### src/rtl/lsu_ctrl_pkg.sv
// Shared widths, access-size and FSM encodings for the load/store controller.
// Also holds the misalignment predicate used when LSU_MISALIGN_CHK_EN is defined.
package lsu_ctrl_pkg;

    localparam int unsigned XLEN      = 32;
    localparam int unsigned ADDR_SIZE = 32;

    localparam logic [1:0] LSU_SIZE_B = 2'd0;
    localparam logic [1:0] LSU_SIZE_H = 2'd1;
    localparam logic [1:0] LSU_SIZE_W = 2'd2;

    localparam logic [1:0] StIdle = 2'd0;
    localparam logic [1:0] StReq  = 2'd1;
    localparam logic [1:0] StRsp  = 2'd2;
    localparam logic [1:0] StWbck = 2'd3;

    // Size 3 is treated as a word access.
    function automatic logic lsu_misaligned(input logic [1:0] size, input logic [1:0] lo);
        case (size)
            LSU_SIZE_B: return 1'b0;
            LSU_SIZE_H: return lo[0];
            default:    return lo != 2'b00;
        endcase
    endfunction

endpackage

### src/rtl/lsu_ld_align.sv
// Load-data aligner: shifts the read word down to the addressed lane, then
// truncates to the access size and sign- or zero-extends.
module lsu_ld_align
    import lsu_ctrl_pkg::*;
#(
    parameter int unsigned Xlen = 32
) (
    input  logic [Xlen-1:0] rdata_i,
    input  logic [1:0]      addr_lo_i,
    input  logic [1:0]      size_i,
    input  logic            usign_i,
    output logic [Xlen-1:0] result_o
);

    logic [Xlen-1:0] shifted;

    assign shifted = rdata_i >> {addr_lo_i, 3'b000};

    always_comb begin
        result_o = shifted;
        case (size_i)
            LSU_SIZE_B: result_o = {{(Xlen-8){~usign_i & shifted[7]}}, shifted[7:0]};
            LSU_SIZE_H: result_o = {{(Xlen-16){~usign_i & shifted[15]}}, shifted[15:0]};
            default:    result_o = shifted;
        endcase
    end

endmodule

### src/rtl/lsu_ctrl.sv
// Single-outstanding load/store controller: AGU command -> data-memory bus -> write-back.
// Define LSU_MISALIGN_CHK_EN to fault misaligned half/word accesses without a bus command.
module lsu_ctrl
    import lsu_ctrl_pkg::*;
#(
    parameter int unsigned XLEN      = lsu_ctrl_pkg::XLEN,
    parameter int unsigned ADDR_SIZE = lsu_ctrl_pkg::ADDR_SIZE
) (
    input  logic                 clk,
    input  logic                 rst,
    input  logic                 agu_icb_cmd_valid,
    output logic                 agu_icb_cmd_ready,
    input  logic [ADDR_SIZE-1:0] agu_icb_cmd_addr,
    input  logic                 agu_icb_cmd_read,
    input  logic [XLEN-1:0]      agu_icb_cmd_wdata,
    input  logic [XLEN/8-1:0]    agu_icb_cmd_wmask,
    input  logic [1:0]           agu_icb_cmd_size,
    input  logic                 agu_icb_cmd_usign,
    output logic                 mem_cmd_valid,
    input  logic                 mem_cmd_ready,
    output logic [ADDR_SIZE-1:0] mem_cmd_addr,
    output logic                 mem_cmd_read,
    output logic [XLEN-1:0]      mem_cmd_wdata,
    output logic [XLEN/8-1:0]    mem_cmd_wmask,
    input  logic                 mem_rsp_valid,
    output logic                 mem_rsp_ready,
    input  logic [XLEN-1:0]      mem_rsp_rdata,
    input  logic                 mem_rsp_err,
    output logic                 lsu_o_valid,
    input  logic                 lsu_o_ready,
    output logic [XLEN-1:0]      lsu_o_wbck_wdat,
    output logic                 lsu_o_cmt_ld,
    output logic                 lsu_o_cmt_st,
    output logic [ADDR_SIZE-1:0] lsu_o_excp_addr
);

    logic [1:0]           state_q, state_d;
    logic [ADDR_SIZE-1:0] addr_q, addr_d;
    logic                 read_q, read_d;
    logic [XLEN-1:0]      wdata_q, wdata_d;
    logic [XLEN/8-1:0]    wmask_q, wmask_d;
    logic [1:0]           size_q, size_d;
    logic                 usign_q, usign_d;
    logic [XLEN-1:0]      res_q, res_d;
    logic                 err_q, err_d;
    logic [XLEN-1:0]      ld_result;

    lsu_ld_align #(
        .Xlen(XLEN)
    ) u_ld_align (
        .rdata_i  (mem_rsp_rdata),
        .addr_lo_i(addr_q[1:0]),
        .size_i   (size_q),
        .usign_i  (usign_q),
        .result_o (ld_result)
    );

    always_comb begin
        state_d = state_q;
        addr_d  = addr_q;
        read_d  = read_q;
        wdata_d = wdata_q;
        wmask_d = wmask_q;
        size_d  = size_q;
        usign_d = usign_q;
        res_d   = res_q;
        err_d   = err_q;
        case (state_q)
            StIdle: begin
                if (agu_icb_cmd_valid) begin
                    addr_d  = agu_icb_cmd_addr;
                    read_d  = agu_icb_cmd_read;
                    wdata_d = agu_icb_cmd_wdata;
                    wmask_d = agu_icb_cmd_wmask;
                    size_d  = agu_icb_cmd_size;
                    usign_d = agu_icb_cmd_usign;
`ifdef LSU_MISALIGN_CHK_EN
                    if (lsu_misaligned(agu_icb_cmd_size, agu_icb_cmd_addr[1:0])) begin
                        state_d = StWbck;
                        res_d   = '0;
                        err_d   = 1'b1;
                    end else begin
                        state_d = StReq;
                    end
`else
                    state_d = StReq;
`endif
                end
            end
            StReq: begin
                if (mem_cmd_ready) state_d = StRsp;
            end
            StRsp: begin
                if (mem_rsp_valid) begin
                    state_d = StWbck;
                    res_d   = read_q ? ld_result : '0;
                    err_d   = mem_rsp_err;
                end
            end
            StWbck: begin
                if (lsu_o_ready) state_d = StIdle;
            end
            default: state_d = StIdle;
        endcase
    end

    always_ff @(posedge clk or posedge rst) begin
        if (rst) begin
            state_q <= StIdle;
            addr_q  <= '0;
            read_q  <= 1'b0;
            wdata_q <= '0;
            wmask_q <= '0;
            size_q  <= 2'b00;
            usign_q <= 1'b0;
            res_q   <= '0;
            err_q   <= 1'b0;
        end else begin
            state_q <= state_d;
            addr_q  <= addr_d;
            read_q  <= read_d;
            wdata_q <= wdata_d;
            wmask_q <= wmask_d;
            size_q  <= size_d;
            usign_q <= usign_d;
            res_q   <= res_d;
            err_q   <= err_d;
        end
    end

    // Ready drops with rst itself so no command is taken while reset is held.
    assign agu_icb_cmd_ready = (state_q == StIdle) && !rst;

    assign mem_cmd_valid   = (state_q == StReq);
    assign mem_cmd_addr    = {addr_q[ADDR_SIZE-1:2], 2'b00};
    assign mem_cmd_read    = read_q;
    assign mem_cmd_wdata   = wdata_q;
    assign mem_cmd_wmask   = wmask_q;
    assign mem_rsp_ready   = (state_q == StRsp);

    assign lsu_o_valid     = (state_q == StWbck);
    assign lsu_o_wbck_wdat = lsu_o_valid ? res_q : '0;
    assign lsu_o_cmt_ld    = lsu_o_valid & err_q & read_q;
    assign lsu_o_cmt_st    = lsu_o_valid & err_q & ~read_q;
    assign lsu_o_excp_addr = addr_q;

endmodule

### config.mk
export PLATFORM = sky130hd
export DESIGN_NAME = lsu_ctrl
export DESIGN_NICKNAME = d
export VERILOG_FILES = /design/src/rtl/lsu_ctrl_pkg.sv /design/src/rtl/lsu_ld_align.sv /design/src/rtl/lsu_ctrl.sv
export SDC_FILE = /design/constraint.sdc
export NUM_CORES = 1
export LEC_CHECK = 0
export CAP_MARGIN = 5
export CORE_ASPECT_RATIO = 2
export CORE_UTILIZATION = 37
export DETAILED_ROUTE_END_ITERATION = 10
export PLACE_DENSITY = 0.77
export SLEW_MARGIN = 5
export SYNTH_ARGS = -nofsm -noshare
export SYNTH_HDL_FRONTEND = slang
export SYNTH_SLANG_ARGS = --single-unit
### constraint.sdc
create_clock -name clk -period 3.6 [get_ports clk]
set_input_delay 0.72 -clock clk [delete_from_list [all_inputs] [get_ports clk]]
set_output_delay 0.72 -clock clk [all_outputs]
set_load 0.03 [all_outputs]
# Word level (Yosys, flattened, before mapping)
# Cells that the tools add are included.
[classes] addsub=0 multipliers=0 div_mod_pow=0 order_cmp=0 n_eq_ne=8 n_shift=1 n_mux=8 bitwise=7 n_reduce_logical=7
[op_table] cell="two-way mux 32 bit" n=2
[op_table] cell="case mux 32 bit (2 select lines)" n=1
[op_table] cell=">> shifter 32 x 5 -> 32 bit" n=1
[op_table] cell="two-way mux 2 bit" n=4
[op_table] cell="case mux 2 bit (4 select lines)" n=1
[op_table] cell="bitwise AND 1 bit" n=5
[op_table] cell="equality test 2 x 1 -> 1 bit, second input constant" n=2
[op_table] cell="equality test 2 bit, second input constant" n=2
[op_table] cell="logical NOT 2 bit" n=2
[op_table] cell="!= test 2 x 1 -> 1 bit, second input constant" n=2
[op_table] cell="!= test 2 bit, second input constant" n=2
[op_table] cell="AND reduction 2 bit" n=2
[op_table] cell="AND reduction 4 bit" n=1
[op_table] cell="NOT 1 bit" n=2
[op_table] cell="logical AND 1 bit" n=1
[op_table] cell="logical NOT 1 bit" n=1
[totals] ff_bits=107 latch_bits=0 ramBits=0 mem_bits_ro=0 out_inout_bits=139 memories=0

# Logic depth before layout (Yosys ltp)
[logic_depth] depth_word=4 ltp_mapped=7 mapped_depth_nobuf=6

# Hierarchy
# From an unflattened synthesis, not the netlist that was laid out.
[hier_totals] cells_unflattened=488 area_unflattened_um2=5408.9
[modules_own_cells] mod="lsu_ctrl" n_inst=1 cells_per_inst=385 area_per_inst_um2=4640.7
[modules_own_cells] mod="lsu_ld_align" n_inst=1 cells_per_inst=103 area_per_inst_um2=768.2

# Worst setup path after synthesis
# OpenSTA, ideal clock, no wires.
[synth_path] path_type="register to output" startpoint="reg state_q[1]" endpoint="out lsu_o_cmt_st" arrival_time_ps=1514 path_slack_ps=1366 stages_incl_launch_ff=5 n_path_buf=1 path_cell_list="dfrtp_1 -> ha_1 -> clkbuf_1 -> nand2_1 -> nor2_1"
[synth_via] elab_chain_cells=3
[synth_rtl] element="start, declared" line_no="lsu_ctrl.sv:37" source="logic [1:0] state_q, state_d;"
[synth_rtl] element="start signal, assigned" line_no="lsu_ctrl.sv:109" source="state_q <= StIdle;"
[synth_rtl] element="start signal, assigned" line_no="lsu_ctrl.sv:119" source="state_q <= state_d;"
[synth_rtl] element="equality test 2 bit" line_no="lsu_ctrl.sv:141" source="assign lsu_o_valid = (state_q == StWbck);"
[synth_rtl] element="named net lsu_o_valid" line_no="lsu_ctrl.sv:29" source="output logic lsu_o_valid,"
[synth_rtl] element="bitwise AND 1 bit (2 in series)" line_no="lsu_ctrl.sv:144" source="assign lsu_o_cmt_st = lsu_o_valid & err_q & ~read_q;"
[synth_rtl] element="end, declared" line_no="lsu_ctrl.sv:33" source="output logic lsu_o_cmt_st,"
# The timed path passes the listed nets, and every way through them passes these cells.

# Final worst setup path
[layout_path] startpoint="reg state_q[1]" endpoint="out lsu_o_cmt_ld"
[layout_via] elab_chain_cells=3
[layout_rtl] element="equality test 2 bit" line_no="lsu_ctrl.sv:141"
[layout_rtl] element="bitwise AND 1 bit (2 in series)" line_no="lsu_ctrl.sv:143" source="assign lsu_o_cmt_ld = lsu_o_valid & err_q & read_q;"
[layout_rtl] element="end, declared" line_no="lsu_ctrl.sv:32" source="output logic lsu_o_cmt_ld,"
# Every way passes these cells.

==> qor.yml <==
r2r_slack_ns: 1.50
end_kind: "output pin"
cp_data_required_time_ns: 2.88
row_count: 60
die_height_um: 168
grt-ovfl-total: 0
initial_core_util_pct: 38.0
slew_headroom_pct: 35.2
drv_cap: 0
status: "finished clean"
timing.setup.tns_ns: 0
cts-resized-gates: 0
rsz0062_at_grt: "no"
drcViolationCount: 0
r2r-end: "res_q[16]"
root_buffer: "clkbuf_16"
syn_inst: 418
nFillCells: 1126
ctsHoldBuffers: 0
io_buffers: 247
globalplace.congestion: 0.859
finalCritPeriodShare_pct: 89.0
worstPathMaxFanout: 36
via_count: 3981
grt_pass1_vias: 4215
ctsLongestPathBuffers: 2
synth.area.top_cells: "dfrtp_1, mux2_2, buf_4"
dr.pass1.iters: 4
synth_most_common_cell: "dfrtp_1"
path_class: "flop to output pin"
yosys_warnings: 0
p_leak_nw: 3.28
yosysTopAreaCellShare_pct: 52.4
hold_class: "flop to flop"
finalCriticalPeriod_ns: 3.20
hold_end: "res_q[10]"
antenna_found_initial: 1
multi_input_area_sq_um: 2050
fin_ws_ns: 0.397
cts.sinks: 107
cts_tree: "built"
peakVddDrop_v: 0.000605
ys_seq_elements: 107
regArea_sq_um: 2680
post_cts_buffers: 0
hold-path-cell-count: 2
syn_area_sq_um: 5110
wl_per_cell_um: 18.6
rr_worst_depth: 7
max_freq_ghz: 0.312
crit_arrival_ns: 2.48
layout-drive-gt1-share_pct: 18.0
ant_nets: 0
power.density_nw_per_um2: 963
preCtsSetupSlack_ns: 0.729
yosys.area.top_type: "dfrtp_1"
ys_seq_area_share_pct: 52.4
min_from: "res_q[10]"
synthArstFlopShare_pct: 100
setup_viol: 0
nets: 742
finalHoldViolCount: 0
ys_top_cells_by_count: "dfrtp_1, mux2_2, buf_4"
drt_wl_total_um: 14700
h-tree-depth: 3
design.die.area_sq_um: 14300
reg2reg_from: "state_q[0]"
worst_pin_slew_ns: 0.973
ys.flop_type: "dfrtp_1"
grt.total_usage_pct: 21.0
syn_avg_cell_area_sq_um: 12.2
grt_max_degree: 73
finalClockSkew_ns: 0.00954
synth_enable_flop_cells: 0
dp_hpwl_um: 11500
clkLatencyLatePin_ns: 0.34
vias_per_cell: 5.05
cp-start-kind: "flop"
drv_slew: 0
ioPinCount: 250
die_x_um: 85.1
numCtsBuffers: 9
grt_pass1_wl_um: 22900
ys_types: 30
drtIter0Drc: 118
area_growth_syn_to_layout_pct: 52.2
cts.clk_slew.worst_paths_ns: 0.07
core_sq_um: 13400
-- cell type report --
type / count / area share, %
Multi-Input combinational cell: 246 / 26.4
Inverter: 9 / 0.467
Clock inverter: 7 / 0.821
Antenna cell: 1 / 0.0322
Clock buffer: 9 / 2.90
Tap cell: 155 / 2.49
Sequential cell: 107 / 34.4
Timing Repair Buffer: 254 / 32.5
-- registers in the layout (all words and copies together), names as in the netlist --
register         count
err_q                1
lsu_o_excp_addr     32
mem_cmd_read         1
mem_cmd_wdata       32
mem_cmd_wmask        4
res_q               32
size_q               2
state_q              2
usign_q              1
-- layout by cell type (no fill, tap or decap), drive strengths merged --
cell type and instances:
clkdlybuf4s50 247, dfrtp 107, mux2 82, and2 32, o21ai 25, nand2 21
mux2i 16, a221o 16, a21oi 14, nor2 10, inv 10, clkbuf 9
nand3b 8, buf 7, clkinv 6, ha 4, a31oi 3, nor3b 2
or3 2, or2 2, conb 2, diode 1, nand3 1, and4b 1
and2b 1, and3 1, o22ai 1, a221oi 1, mux4 1
-- power by group --
part	total, mW	internal (mW)	switching [mW]
Sequential	2.17	1.78	0.386
Clock	0.941	0.482	0.460
Combinational	4.38	1.97	2.41
Total	7.49	4.23	3.26
-- through the flow --
| stage | hold WS, ns | instance area, sq um | util (%) | power, mW | instances |
|---|---|---|---|---|---|
| 2_1_floorplan | 0.442 | 5110 | - | 4.98 | 419 |
| 3_3_place_gp | 0.458 | 7480 | 55.7 | 6.48 | 771 |
| 3_5_place_dp | 0.464 | 7480 | 55.7 | 6.59 | 771 |
| 4_1_cts | 0.480 | 7770 | 57.8 | 7.57 | 787 |
| 5_1_grt | 0.507 | 7770 | 57.8 | 7.88 | 788 |
| 6_report | 0.479 | 7770 | 57.8 | 7.49 | 788 |
-- how the worst max path moves through the flow --
stage / to / startpoint / slack, ns
after floorplan: err_q / rst / 0.06
after CTS: lsu_o_cmt_ld / state_q[1] / 0.35
after global placement: lsu_o_cmt_ld / state_q[1] / 0.82
final: lsu_o_cmt_ld / state_q[1] / 0.40
after detailed placement: lsu_o_cmt_ld / state_q[1] / 0.73
after global routing: lsu_o_cmt_ld / state_q[1] / 0.13
-- kinds of logic (layout without fill, tap and decap cells) --
group	Yosys count	in the layout	synth area share, %
AOI/OAI and AO/OA	60	60	8.21
adders and majority gates	4	4	0.980
buffers and inverters	66	279	7.67
DFF	107	107	52.4
muxes	99	99	21.7
other	1	3	0.0734
and+or+nand+nor	81	81	8.92
-- critical path, stage by stage (launching register included) --
cell,delay [ns]
dfrtp_1,0.40
ha_1,0.77
and3_1,0.29
clkdlybuf4s50_1,0.67
-- routing by layer --
metal,part of all wire (%),vias up,global-route usage [%],routed length (um)
met2,56,150,37.6,8160
li1,-,1848,-,-
met3,5.0,41,4.07,735
met5,0,-,0,0
met4,5.4,0,13.7,800
met1,34,1942,22.0,4980
Note: power is estimated with default switching activity, not from simulation.
